[src/rtl/polybius_modified_encrypt_pkg.sv]
// Shared constants and index-to-code helpers for the modified Polybius encoder.
// The 6x6 square holds A-Z (indices 0..25) followed by 0-9 (indices 26..35).
package polybius_modified_encrypt_pkg;

  localparam int          SQ_DIM               = 6;
  localparam logic [7:0]  ASCII_A              = 8'h41;
  localparam logic [7:0]  ASCII_a              = 8'h61;
  localparam logic [7:0]  ASCII_0              = 8'h30;
  localparam logic [7:0]  DEFAULT_INVALID_CODE = 8'd0;
  localparam logic [5:0]  DIGIT_BASE           = 6'd26;

  // Square row (1..6) of a linear index 0..35.
  function automatic logic [2:0] idx_to_row(input logic [5:0] n);
    return 3'(int'(n) / SQ_DIM + 1);
  endfunction

  // Square column (1..6) of a linear index 0..35.
  function automatic logic [2:0] idx_to_col(input logic [5:0] n);
    return 3'(int'(n) % SQ_DIM + 1);
  endfunction

  // Binary (not BCD) code 10*row + col, range 11..66.
  function automatic logic [7:0] idx_to_code(input logic [5:0] n);
    int r;
    int c;
    r = int'(n) / SQ_DIM + 1;
    c = int'(n) % SQ_DIM + 1;
    return 8'(10 * r + c);
  endfunction

endpackage

[src/rtl/polybius_modified_encrypt_lut.sv]
// Combinational character-to-square lookup: ASCII in, row/col/code/invalid out.
module polybius_lut
  import polybius_modified_encrypt_pkg::*;
#(
  parameter logic [7:0] INVALID_CODE = DEFAULT_INVALID_CODE,
  parameter bit         CASE_FOLD    = 1'b1
) (
  input  logic [7:0] char_in,
  output logic [2:0] row,
  output logic [2:0] col,
  output logic [7:0] code,
  output logic       invalid
);

  logic [5:0] idx;
  logic       hit;

  // Classify the byte and form its linear square index; the low six bits of
  // each ASCII range are enough because the range bases share their top bits.
  always_comb begin
    idx = '0;
    hit = 1'b0;
    if (char_in >= ASCII_A && char_in <= ASCII_A + 8'd25) begin
      idx = char_in[5:0] - ASCII_A[5:0];
      hit = 1'b1;
    end else if (CASE_FOLD && char_in >= ASCII_a && char_in <= ASCII_a + 8'd25) begin
      idx = char_in[5:0] - ASCII_a[5:0];
      hit = 1'b1;
    end else if (char_in >= ASCII_0 && char_in <= ASCII_0 + 8'd9) begin
      idx = DIGIT_BASE + (char_in[5:0] - ASCII_0[5:0]);
      hit = 1'b1;
    end
  end

  assign row     = hit ? idx_to_row(idx)  : 3'd0;
  assign col     = hit ? idx_to_col(idx)  : 3'd0;
  assign code    = hit ? idx_to_code(idx) : INVALID_CODE;
  assign invalid = ~hit;

endmodule

[src/rtl/polybius_modified_encrypt.sv]
// Modified Polybius-square encoder: one ASCII character per cycle in,
// registered row/column code out one cycle later.
module polybius_modified_encrypt
  import polybius_modified_encrypt_pkg::*;
#(
  parameter logic [7:0] INVALID_CODE = DEFAULT_INVALID_CODE,
  parameter bit         CASE_FOLD    = 1'b1
) (
  input  logic       clk,
  input  logic       rst_n,
  input  logic       in_valid,
  input  logic [7:0] char_in,
  output logic       out_valid,
  output logic [7:0] encrypted,
  output logic [2:0] row,
  output logic [2:0] col,
  output logic       invalid
);

  logic [2:0] lut_row;
  logic [2:0] lut_col;
  logic [7:0] lut_code;
  logic       lut_invalid;

  polybius_lut #(
    .INVALID_CODE (INVALID_CODE),
    .CASE_FOLD    (CASE_FOLD)
  ) u_lut (
    .char_in (char_in),
    .row     (lut_row),
    .col     (lut_col),
    .code    (lut_code),
    .invalid (lut_invalid)
  );

  // Output registers: load on in_valid, otherwise hold data and drop out_valid.
  always_ff @(posedge clk or negedge rst_n) begin
    if (!rst_n) begin
      out_valid <= 1'b0;
      encrypted <= 8'd0;
      row       <= 3'd0;
      col       <= 3'd0;
      invalid   <= 1'b0;
    end else begin
      out_valid <= in_valid;
      if (in_valid) begin
        encrypted <= lut_code;
        row       <= lut_row;
        col       <= lut_col;
        invalid   <= lut_invalid;
      end
    end
  end

endmodule

[config.mk]
export PLATFORM = sky130hd
export DESIGN_NAME = polybius_modified_encrypt
export DESIGN_NICKNAME = d
export VERILOG_FILES = /design/src/rtl/polybius_modified_encrypt_pkg.sv /design/src/rtl/polybius_modified_encrypt_lut.sv /design/src/rtl/polybius_modified_encrypt.sv
export SDC_FILE = /design/constraint.sdc
export NUM_CORES = 1
export LEC_CHECK = 0
export BUFFER_PORTS_ARGS = -buffer_cell sky130_fd_sc_hd__buf_2
export CAP_MARGIN = 40
export CORE_MARGIN = 2
export CORE_UTILIZATION = 50
export CTS_CLUSTER_DIAMETER = 80
export DETAILED_ROUTE_END_ITERATION = 8
export PLACE_DENSITY_LB_ADDON = 0.25
export SYNTH_ARGS = -nofsm -noshare
export SYNTH_HDL_FRONTEND = slang
export SYNTH_HIERARCHICAL = 1
export SYNTH_SLANG_ARGS = --single-unit
[constraint.sdc]
create_clock -name clk -period 1.6 [get_ports clk]
set_input_delay 0.32 -clock clk [delete_from_list [all_inputs] [get_ports clk]]
set_output_delay 0.32 -clock clk [all_outputs]
set_load 0.005 [all_outputs]
==> results_dict.tcl, run 1 <==
set metrics [dict create \
    outcome "finished with violations" \
    violations "setup timing" \
    cts_root_buf "clkbuf_8" \
    yosysWarnings 6 \
    critPathCaptureType "flip-flop" \
    synth.top_cell.area_share_pct 18.4 \
    period_share_pct 327 \
    drive_gt1_share_pct 62.6 \
    place.gp.congestion 0.869 \
    synth_cell_type_count 64 \
    dp_hpwl_mm 5.35 \
    yosysSeqAreaShare_pct 18.4 \
    drt-initial-drc-count 598 \
    global_route.usage.met3_pct 6.93 \
    viasPerCell 7.22 \
    dp.cells 408 \
    drt-total-wl_mm 12.3 \
    syn_area_um2 2170 \
    drc 0 \
    instances_no_fill 430 \
    ys_ff_latch 16 \
    cts_tree "built" \
    place_area_um2 3170 \
    async_flop_share_pct 100 \
    fin_ws_ps -3630 \
    htreeDepth 1 \
    cts_buffers 3 \
    antenna_left 0 \
    grt_pass1_vias 2848 \
    via_count 3105 \
    antenna_found_initial 0 \
    port_buffers 26 \
    postSynthAreaPerCell_um2 8.90 \
    crit_fanout 7 \
    ys_top_cells_by_area "dfrtp_1 (18%), ha_1 (12%), mux2_4 (7.6%)" \
    insertion_delay_ps 260 \
    synth_most_common_cell "nor2_1" \
    globalRoute.busiestLayer "met2" \
    drv_cap 0 \
    skew_ps 0 \
    cts.path.max_buffers 2 \
    diodes 0 \
    arrival_ps 5400 \
    numClockSinks 16 \
    die_y_um 69.9 \
    mappedNetlistNets 278 \
    fmax_mhz 191 \
    worst-setup-path-type "in2reg" \
    layout.nets 416 \
    required_ps 1760 \
    io_pins 27 \
    synth_top_area_cell "dfrtp_1" \
    rows 23 \
    synthTopCellsByCount "nor2_1 (26), ha_1 (21), dfrtp_1 (16), nand2_1 (16), xnor2_1 (14)" \
    core_um2 4090 \
    hold_viol 0 \
    globalRouteMet2Util_pct 66.1 \
    slew_headroom_pct 61.9 \
    final_area_um2 3750 \
    syn_inst 244 \
    rsz0062_at_grt "yes" \
    synth_ff_type "dfrtp_1" \
    ir_drop_uv 715 \
    powerDensity_nw_per_um2 514 \
    clkTransAtPathRegs_ps 70 \
    wire_per_inst_um 28.5 \
    hold_class "in2reg" \
    dr.pass1.iters 7 \
    grt_util_met1_pct 39.7 \
    grt-ovfl-total 0 \
    die-area_um2 4880 \
    p_leak_nw 1.79 \
    slew_violations 0 \
    crit_path_start_kind "primary input" \
    grt_usage_pct 37.7 \
    fin_crit_ps 5230 \
    setup-violations-final 15 \
    die_w_um 69.9 \
    synth_edf_count 0 \
    tightest_slew_ps 571 \
    start_util_pct 53.1 \
    areaGrowthSynthToFinish_pct 72.9 \
    grt_pass1_wl_mm 14.4 \
    grt_max_degree 17 \
]
[power breakdown]
part	internal [mW]	total (mW)	leakage [nW]	switching [mW]
Clock	0.168	0.331	0.0216	0.162
Sequential	0.439	0.464	0.212	0.0256
Combinational	0.538	1.13	1.56	0.595
[stage by stage]
step                utilization (%)  worst slack, ps  total power [mW]  hold WS, ps  setup TNS, ps
floorplan                         -            -3480             0.880         24.4         -26230
detailed placement             77.5            -3720              1.21          249         -31180
CTS                            84.8            -3280              1.60          430         -25690
global placement               77.5            -3520              1.17          239         -29750
finish                         91.8            -3630              1.93          444         -29570
global route                   91.8            -3810              1.97          450         -31020
[layout by cell type, fill, tap and decap left out, drive strengths merged, types with 2 or more instances in the layout]
master	Yosys	final
o31ai	3	3
nand4	4	4
a21oi	13	13
o31a	5	5
nor2	26	26
ha	21	21
o21bai	3	3
and2	2	2
and3	2	2
o21ai	9	9
a211oi	3	3
nand3	4	4
clkbuf	1	3
nor2b	7	7
fa	2	2
a32oi	2	2
xor2	7	7
buf	6	139
xnor2	14	14
nor3	11	11
o221ai	2	2
mux2	16	16
dfrtp	16	16
nand2b	3	3
nand2	17	17
a21o	4	4
inv	15	15
[worst max-delay path, stage by stage]
cell and delay, ps:
buf_12 120, inv_8 80, ha_4 170, buf_4 130, nor2_1 60, and2_4 160, o31ai_4 300, nand2_4 90
inv_4 70, buf_4 90, buf_4 160, o21ai_1 100, a221oi_2 410, xor2_1 180, ha_2 410, and3_4 220
o21ai_2 80, xnor2_1 220, ha_1 290, nor2b_2 180, o21ai_1 190, nand2b_1 130, a21o_1 210, a21oi_2 160
xor2_1 240, nor2_1 90, mux2_4 280, mux2_4 250
[flip-flops by register name (all words and copies together) (netlist names)]
| register | flops |
|---|---|
| invalid | 1 |
| out_valid | 1 |
| col | 3 |
| encrypted | 8 |
| row | 3 |
[worst paths after layout]
path                                           from                       end  slack [ps]  depth (start not counted)
setup / recovery                         char_in[1]  encrypted[7]$_DFFE_PN0P_       -3630                         28
hold / removal                             in_valid       out_valid$_DFF_PN0_         440                          1
setup reg to reg                 col[1]$_DFFE_PN0P_        col[1]$_DFFE_PN0P_         780                          1
hold reg to reg            encrypted[0]$_DFFE_PN0P_  encrypted[0]$_DFFE_PN0P_         510                          1
max in group asynchronous                     rst_n        col[0]$_DFFE_PN0P_         770                          2
min in group asynchronous                     rst_n        col[2]$_DFFE_PN0P_         540                          2
[timing repair]
| action | 4_1_cts | 5_1_grt |
|---|---|---|
| buffers inserted | 11 | 10 |
| endpoints found under the setup margin | 15 | 15 |
| pin swaps | 31 | 19 |
| resized for setup | 40 | 47 |
| hold buffers | 1 | 0 |
| gates cloned | 0 | 0 |
| endpoints found under the hold margin | 16 | 0 |
[cell families after synthesis]
kind of cell               after synthesis  synth area share, %
and+or+nand+nor                         85                 21.0
AOI/OAI and AO/OA                       60                 21.8
adders and majority gates               23                 13.9
buffers and inverters                   22                 5.65
xor gates and xnor gates                21                 8.47
muxes                                   17                 10.7
DFF                                     16                 18.4
[metal layers]
metal	vias to the layer above	wire length, µm
met5	-	0
met4	0	1520
met3	173	1560
met2	381	5260
met1	1389	3930
li1	1162	-
[cell type report]
class / count / area, µm²
repair buffers: 140 / 1070
multi-input cells: 206 / 2090
flip-flops and latches: 16 / 400
fillers: 136 / 334
inverters: 15 / 83.8
well taps: 50 / 62.6
clock buffers: 3 / 41.3
Note: power is estimated with default switching activity, not from simulation.
==> inputs of run 2 (changes only) <==
--- a/config.mk
+++ b/config.mk
@@ -12,6 +12,7 @@
 export CTS_CLUSTER_DIAMETER = 80
 export DETAILED_ROUTE_END_ITERATION = 8
 export PLACE_DENSITY_LB_ADDON = 0.25
+export SLEW_MARGIN = 10
 export SYNTH_ARGS = -nofsm -noshare
 export SYNTH_HDL_FRONTEND = slang
 export SYNTH_HIERARCHICAL = 1
==> constraint.sdc (replaced) <==
create_clock -name clk -period 1.6 [get_ports clk]
set_input_delay 0.16 -clock clk [delete_from_list [all_inputs] [get_ports clk]]
set_output_delay 0.16 -clock clk [all_outputs]
set_load 0.005 [all_outputs]
==> run 2 against run 1 <==
  * The run now fails in global routing (5_1_grt)
  * Synthesized cell count is the same
  * Synthesized area did not move
==> results_dict.tcl, run 2 <==
set metrics [dict create \
    worst_endpoint_kind "register input" \
    synth_ff_type "dfrtp_1" \
    cts_root_buf "clkbuf_8" \
    syn_area_um2 2170 \
    synth_edf_count 0 \
    io_pins 27 \
    async_flop_share_pct 100 \
    htreeDepth 1 \
    numClockSinks 16 \
    place.gp.congestion 0.869 \
    place_area_um2 3170 \
    synth.top_cell.area_share_pct 18.4 \
    rows 23 \
    ys_ff_latch 16 \
    postSynthAreaPerCell_um2 8.90 \
    postGrtWorstEndpoint "encrypted[7]$_DFFE_PN0P_/D" \
    ys_top_cells_by_area "dfrtp_1 (18%), ha_1 (12%), mux2_4 (7.6%)" \
    grt_max_degree 17 \
    synth_cell_type_count 64 \
    dp_hpwl_mm 5.08 \
    synthTopCellsByCount "nor2_1 (26), ha_1 (21), dfrtp_1 (16), nand2_1 (16), xnor2_1 (14)" \
    dp_worst_setup_slack_ps -3550 \
    die_w_um 69.9 \
    port_buffers 26 \
    error_line "[ERROR DPL-0038] Utilization greater than 100%, impossible to legalize" \
    outcome "aborted with a tool error" \
    die_y_um 69.9 \
    start_util_pct 53.1 \
    yosysWarnings 6 \
    mappedNetlistNets 278 \
    syn_inst 244 \
    lastStage "global routing (5_1_grt)" \
    yosysSeqAreaShare_pct 18.4 \
    synth_top_area_cell "dfrtp_1" \
    cts.path.max_buffers 2 \
    synth_most_common_cell "nor2_1" \
    cts_buffers 3 \
]
-- run 2: cell counts after synthesis --
Identical to the previous run, type by type.
-- run 2: metrics by stage --
stage / setup TNS [ps] / instances
3_3_place_gp: -26730 / 408
4_1_cts: -22950 / 436
3_5_place_dp: -28060 / 408
2_1_floorplan: -23830 / 244
-- run 2: kinds of logic after synthesis --
group | synth area share, %
AO/OA/AOI/OAI | 21.8
XOR/XNOR | 8.47
adder cells (fa/ha/maj) | 13.9
buffers and inverters | 5.65
flip-flops | 18.4
multiplexers | 10.7
AND/OR/NAND/NOR | 21.0
-- run 2: timing repair --
action,CTS
gates cloned,0
hold buffers,1
setup endpoints to repair,15
resized for setup,81
buffers inserted,27
endpoints found under the hold margin,16
pin swaps,52
==> inputs of run 3 (changes only) <==
--- a/config.mk
+++ b/config.mk
@@ -8,10 +8,9 @@
 export BUFFER_PORTS_ARGS = -buffer_cell sky130_fd_sc_hd__buf_2
 export CAP_MARGIN = 40
 export CORE_MARGIN = 2
-export CORE_UTILIZATION = 50
-export CTS_CLUSTER_DIAMETER = 80
+export CORE_UTILIZATION = 35
 export DETAILED_ROUTE_END_ITERATION = 8
-export PLACE_DENSITY_LB_ADDON = 0.25
+export PLACE_DENSITY_LB_ADDON = 0.15
 export SLEW_MARGIN = 10
 export SYNTH_ARGS = -nofsm -noshare
 export SYNTH_HDL_FRONTEND = slang
==> run 3 against run 2 <==
  * The flow now finishes, with violations (setup timing)
==> results_dict.tcl, run 3 (synthesis results as in run 1) <==
set metrics [dict create \
    outcome "finished with violations" \
    violations "setup timing" \
    cpPeakStageDelay_ps 370 \
    cts_tree "built" \
    core_um2 5960 \
    drive_gt1_share_pct 62.1 \
    rows 28 \
    grt_util_met1_pct 24.3 \
    rsz0062_at_grt "yes" \
    final_common_cell "buf_4" \
    skew_ps 0 \
    fin_crit_ps 4770 \
    die_y_um 82.8 \
    finalPower_mw 1.71 \
    htreeDepth 1 \
    p_leak_nw 1.87 \
    arrival_ps 4890 \
    grt_max_degree 17 \
    fmax_mhz 210 \
    timing.hold.ws_ps 306 \
    cts.path.max_buffers 2 \
    drv_cap 0 \
    drt-initial-drc-count 64 \
    globalRouteMet2Util_pct 38.4 \
    crit_slowest_cell "fa_2" \
    grt_usage_pct 19.9 \
    clockPowerShare_pct 16.5 \
    via_count 2309 \
    antenna_left 0 \
    largest_register_ffs 8 \
    instances_no_fill 463 \
    pwr-share-seq_pct 26.7 \
    fin_tns_setup_ps -23380 \
    required_ps 1720 \
    grt_pass1_vias 2365 \
    worst-setup-path-type "in2reg" \
    globalRoute.busiestLayer "met2" \
    layout.nets 424 \
    mostFrequentLayoutCells "buf_4 (107), buf_2 (23), nor2_1 (22), dfrtp_1 (16)" \
    slew_headroom_pct 66.9 \
    clkTransAtPathRegs_ps 60 \
    intPower_mw 1.14 \
    p_switching_uw 574 \
    areaGrowthSynthToFinish_pct 76.9 \
    dr.pass1.iters 4 \
    crit_fanout 5 \
    numClockSinks 16 \
    critPathBufInv 4 \
    diodes 0 \
    setup-violations-final 15 \
    dp.cells 439 \
    cts_buffers 3 \
    hold_class "in2reg" \
    top_regs "encrypted: 8 flops, col: 3 flops, row: 3 flops" \
    nFillCells 494 \
    io_pins 27 \
    die_w_um 82.8 \
    dp_worst_setup_slack_ps -3620 \
    grt_pass1_wl_mm 10.8 \
    comb_power_share_pct 56.7 \
    powerDensity_nw_per_um2 446 \
    ir_drop_uv 668 \
    cts_root_buf "clkbuf_8" \
    start_util_pct 36.4 \
    port_buffers 26 \
    regArea_um2 400 \
    path_delay_family "adder cells" \
    drt-total-wl_mm 6.77 \
    tightest_slew_ps 493 \
    insertion_delay_ps 240 \
    critPathCaptureType "flip-flop" \
    slew_violations 0 \
    period_share_pct 298 \
    multiInputGateArea_um2 2080 \
    fin_ws_ps -3170 \
    drc 0 \
    die-area_um2 6850 \
    largest-register "encrypted" \
    wire_per_inst_um 14.6 \
    global_route.usage.met3_pct 0.326 \
    antenna_found_initial 0 \
    dp_hpwl_mm 5.13 \
    hold_viol 0 \
    grt-ovfl-total 0 \
    viasPerCell 4.99 \
    switching_share_pct 33.5 \
    crit_path_start_kind "primary input" \
    place.gp.congestion 0.824 \
]
==> run 3: timing repair <==
action                                  in CTS  in global routing
cloned                                       0                  0
pin swaps                                   38                 31
hold endpoints to repair                    16                  0
hold buffers                                 1                  0
endpoints found under the setup margin      15                 15
buffers inserted                            17                  7
gates resized for setup                     59                 28
==> run 3: power groups by stage <==
stage / Combinational, mW / Clock, mW / Sequential [mW]
2_1_floorplan: 0.414 / 0 / 0.466
3_3_place_gp: 0.733 / 0 / 0.463
3_5_place_dp: 0.740 / 0 / 0.465
4_1_cts: 0.878 / 0.290 / 0.458
5_1_grt: 1.05 / 0.305 / 0.464
6_report: 0.971 / 0.283 / 0.457
==> run 3: stage by stage <==
| step | utilization (%) | area [µm²] |
|---|---|---|
| 3_3_place_gp | 54.5 | 3240 |
| 5_1_grt | 64.5 | 3840 |
| 4_1_cts | 61.2 | 3640 |
| 3_5_place_dp | 54.5 | 3240 |
| 2_1_floorplan | - | 2340 |
| 6_report | 64.5 | 3840 |
==> run 3: worst paths after layout <==
kind / startpoint / slack [ps] / to / cells past startpoint
min in group asynchronous: rst_n / 380 / row[1]$_DFFE_PN0P_ / 2
worst min-delay path: in_valid / 310 / out_valid$_DFF_PN0_ / 1
max in group asynchronous: rst_n / 970 / out_valid$_DFF_PN0_ / 2
worst min register to register: invalid$_DFFE_PN0P_ / 500 / invalid$_DFFE_PN0P_ / 1
worst max register to register: row[0]$_DFFE_PN0P_ / 820 / row[0]$_DFFE_PN0P_ / 1
worst max-delay path: char_in[1] / -3170 / encrypted[7]$_DFFE_PN0P_ / 28
==> run 3: layer usage <==
| metal | wire length [µm] | part of all wire [%] |
|---|---|---|
| met1 | 3040 | 45 |
| met2 | 3570 | 53 |
| met3 | 103 | 1.5 |
| met4 | 52 | 0.77 |
| met5 | 0 | 0 |
==> run 3: final cells by class <==
class	instances	area share [%]
Multi-Input combinational cell	206	54.3
Timing Repair Buffer	148	29.5
Tap cell	75	2.44
Sequential cell	16	10.4
Clock buffer	3	1.08
Inverter	15	2.31
==> inputs of run 4 (changes only) <==
--- a/config.mk
+++ b/config.mk
@@ -7,10 +7,10 @@
 export LEC_CHECK = 0
 export BUFFER_PORTS_ARGS = -buffer_cell sky130_fd_sc_hd__buf_2
 export CAP_MARGIN = 40
-export CORE_MARGIN = 2
+export CORE_MARGIN = 3
 export CORE_UTILIZATION = 35
 export DETAILED_ROUTE_END_ITERATION = 8
-export PLACE_DENSITY_LB_ADDON = 0.15
+export PLACE_DENSITY = 0.5
 export SLEW_MARGIN = 10
 export SYNTH_ARGS = -nofsm -noshare
 export SYNTH_HDL_FRONTEND = slang
==> run 4 against run 3 <==
  * The run still ends with setup timing left
  * Die area increased by 4.9%
  * Register-to-register slack about the same
  * Clock power increased by 28%
  * Largest power group unchanged
  * Utilization increased by 6.4 points
  * Hold slack got worse by 34 ps
  * Count of clock-buffer cells in the layout increased by 1
  * Flip-flop and latch count unchanged
  * Global-route usage increased by 1.3 points
  * Combinational power increased by 17%
  * Routed wire length increased by 16%
==> results_dict.tcl, run 4 (synthesis results as in run 1) <==
set metrics [dict create \
    drt-total-wl_mm 7.85 \
    diodes 0 \
    r2r_slack_ps 830 \
    cts.path.max_buffers 2 \
    grt_pass1_vias 2628 \
    largest_register_ffs 8 \
    rows 28 \
    arrival_ps 4850 \
    fmax_mhz 213 \
    critPathMostFrequentCell "ha_4" \
    drt-initial-drc-count 119 \
    place_area_um2 3270 \
    dp_worst_setup_slack_ps -3560 \
    port_buffers 26 \
    cts_buffers 3 \
    mostFrequentLayoutCells "buf_4 (125), buf_6 (28), buf_2 (23), nor2_1 (20), dfrtp_1 (16)" \
    slew_violations 0 \
    dr.pass1.iters 4 \
    required_ps 1740 \
    worst-setup-path-type "in2reg" \
    final_util_pct 70.9 \
    crit_fanout 4 \
    die-area_um2 7180 \
    fin_ws_ps -3100 \
    antenna_left 0 \
    io_pins 27 \
    crit_path_start_kind "primary input" \
    place.gp.congestion 0.850 \
    violations "setup timing" \
    rsz0062_at_grt "yes" \
    outcome "finished with violations" \
    final_area_um2 4220 \
    p_leak_nw 2.03 \
    grt_max_degree 17 \
    cts_root_buf "clkbuf_8" \
    largest-register "encrypted" \
    fin_crit_ps 4700 \
    hold_class "in2reg" \
    crit_slowest_cell "fa_2" \
    period_share_pct 294 \
    slew_headroom_pct 61.1 \
    grt_pass1_wl_mm 12.4 \
    via_count 2529 \
    drc 0 \
    final_common_cell "buf_4" \
    ir_drop_uv 404 \
    viasPerCell 5.10 \
    powerDensity_nw_per_um2 463 \
    grt-ovfl-total 0 \
    die_w_um 84.8 \
    dp_hpwl_mm 5.21 \
    layout.nets 456 \
    setup-violations-final 15 \
    cpPeakStageDelay_ps 360 \
    top_regs "encrypted: 8 flops, col: 3 flops, row: 3 flops" \
    cts_tree "built" \
    drive_gt1_share_pct 67.7 \
    wire_per_inst_um 15.8 \
    clkTransAtPathRegs_ps 60 \
    drv_cap 0 \
    areaGrowthSynthToFinish_pct 94.6 \
    htreeDepth 1 \
    die_y_um 84.8 \
    grt_usage_pct 21.2 \
    numClockSinks 16 \
    start_util_pct 36.4 \
    critPathCaptureType "flip-flop" \
    antenna_found_initial 0 \
    hold_viol 0 \
    core_um2 5960 \
    tightest_slew_ps 578 \
    insertion_delay_ps 250 \
    skew_ps 0 \
]
## run 4: cell type report
type,count,area [µm²]
multi-input combinational,206,2160
clock buffer,4,55.1
tap,75,93.8
timing repair buffer,180,1430
fill,430,1730
inverter,15,81.3
sequential,16,400
## run 4: layer usage
metal,GRT usage (%),part of all wire (%)
met1,27.5,45
met2,36.3,50
met3,2.16,3.1
met4,7.48,2.4
met5,0,0
## run 4: timing repair
action	CTS	global route
hold buffers	1	0
pin swaps	36	41
setup buffers	43	13
resized for setup	77	37
setup endpoints to repair	15	15
gates cloned	0	0
hold endpoints to repair	16	0
## run 4: critical path, delay by kind of cell
kind	cells	cell delay, ps
compound gates	5	1070
xor+xnor	4	620
fa+ha+maj	5	1260
buf+inv	4	370
mux	2	510
simple gates	7	850
## run 4: final timing paths
path | startpoint | cells after the start | to
max in group asynchronous | rst_n | 2 | row[0]$_DFFE_PN0P_
worst max register to register | encrypted[1]$_DFFE_PN0P_ | 1 | encrypted[1]$_DFFE_PN0P_
min in group asynchronous | rst_n | 2 | encrypted[4]$_DFFE_PN0P_
worst max-delay path | char_in[1] | 27 | encrypted[7]$_DFFE_PN0P_
worst min-delay path | in_valid | 1 | out_valid$_DFF_PN0_
worst min register to register | row[1]$_DFFE_PN0P_ | 1 | row[1]$_DFFE_PN0P_
## run 4: stage by stage
step,power [mW],instances,hold slack [ps],TNS [ps]
5_1_grt,2.07,496,290,-27900
3_5_place_dp,1.22,443,94.4,-29090
3_3_place_gp,1.21,443,83.5,-28930
6_report,1.96,496,271,-26020
2_1_floorplan,0.880,244,-136,-23830
4_1_cts,1.84,490,254,-24810
## run 4: report_power, final
part	internal (mW)	switching, mW	leakage (nW)
sequential	0.439	0.0187	0.212
combinational	0.644	0.492	1.79
clock	0.219	0.143	0.0288
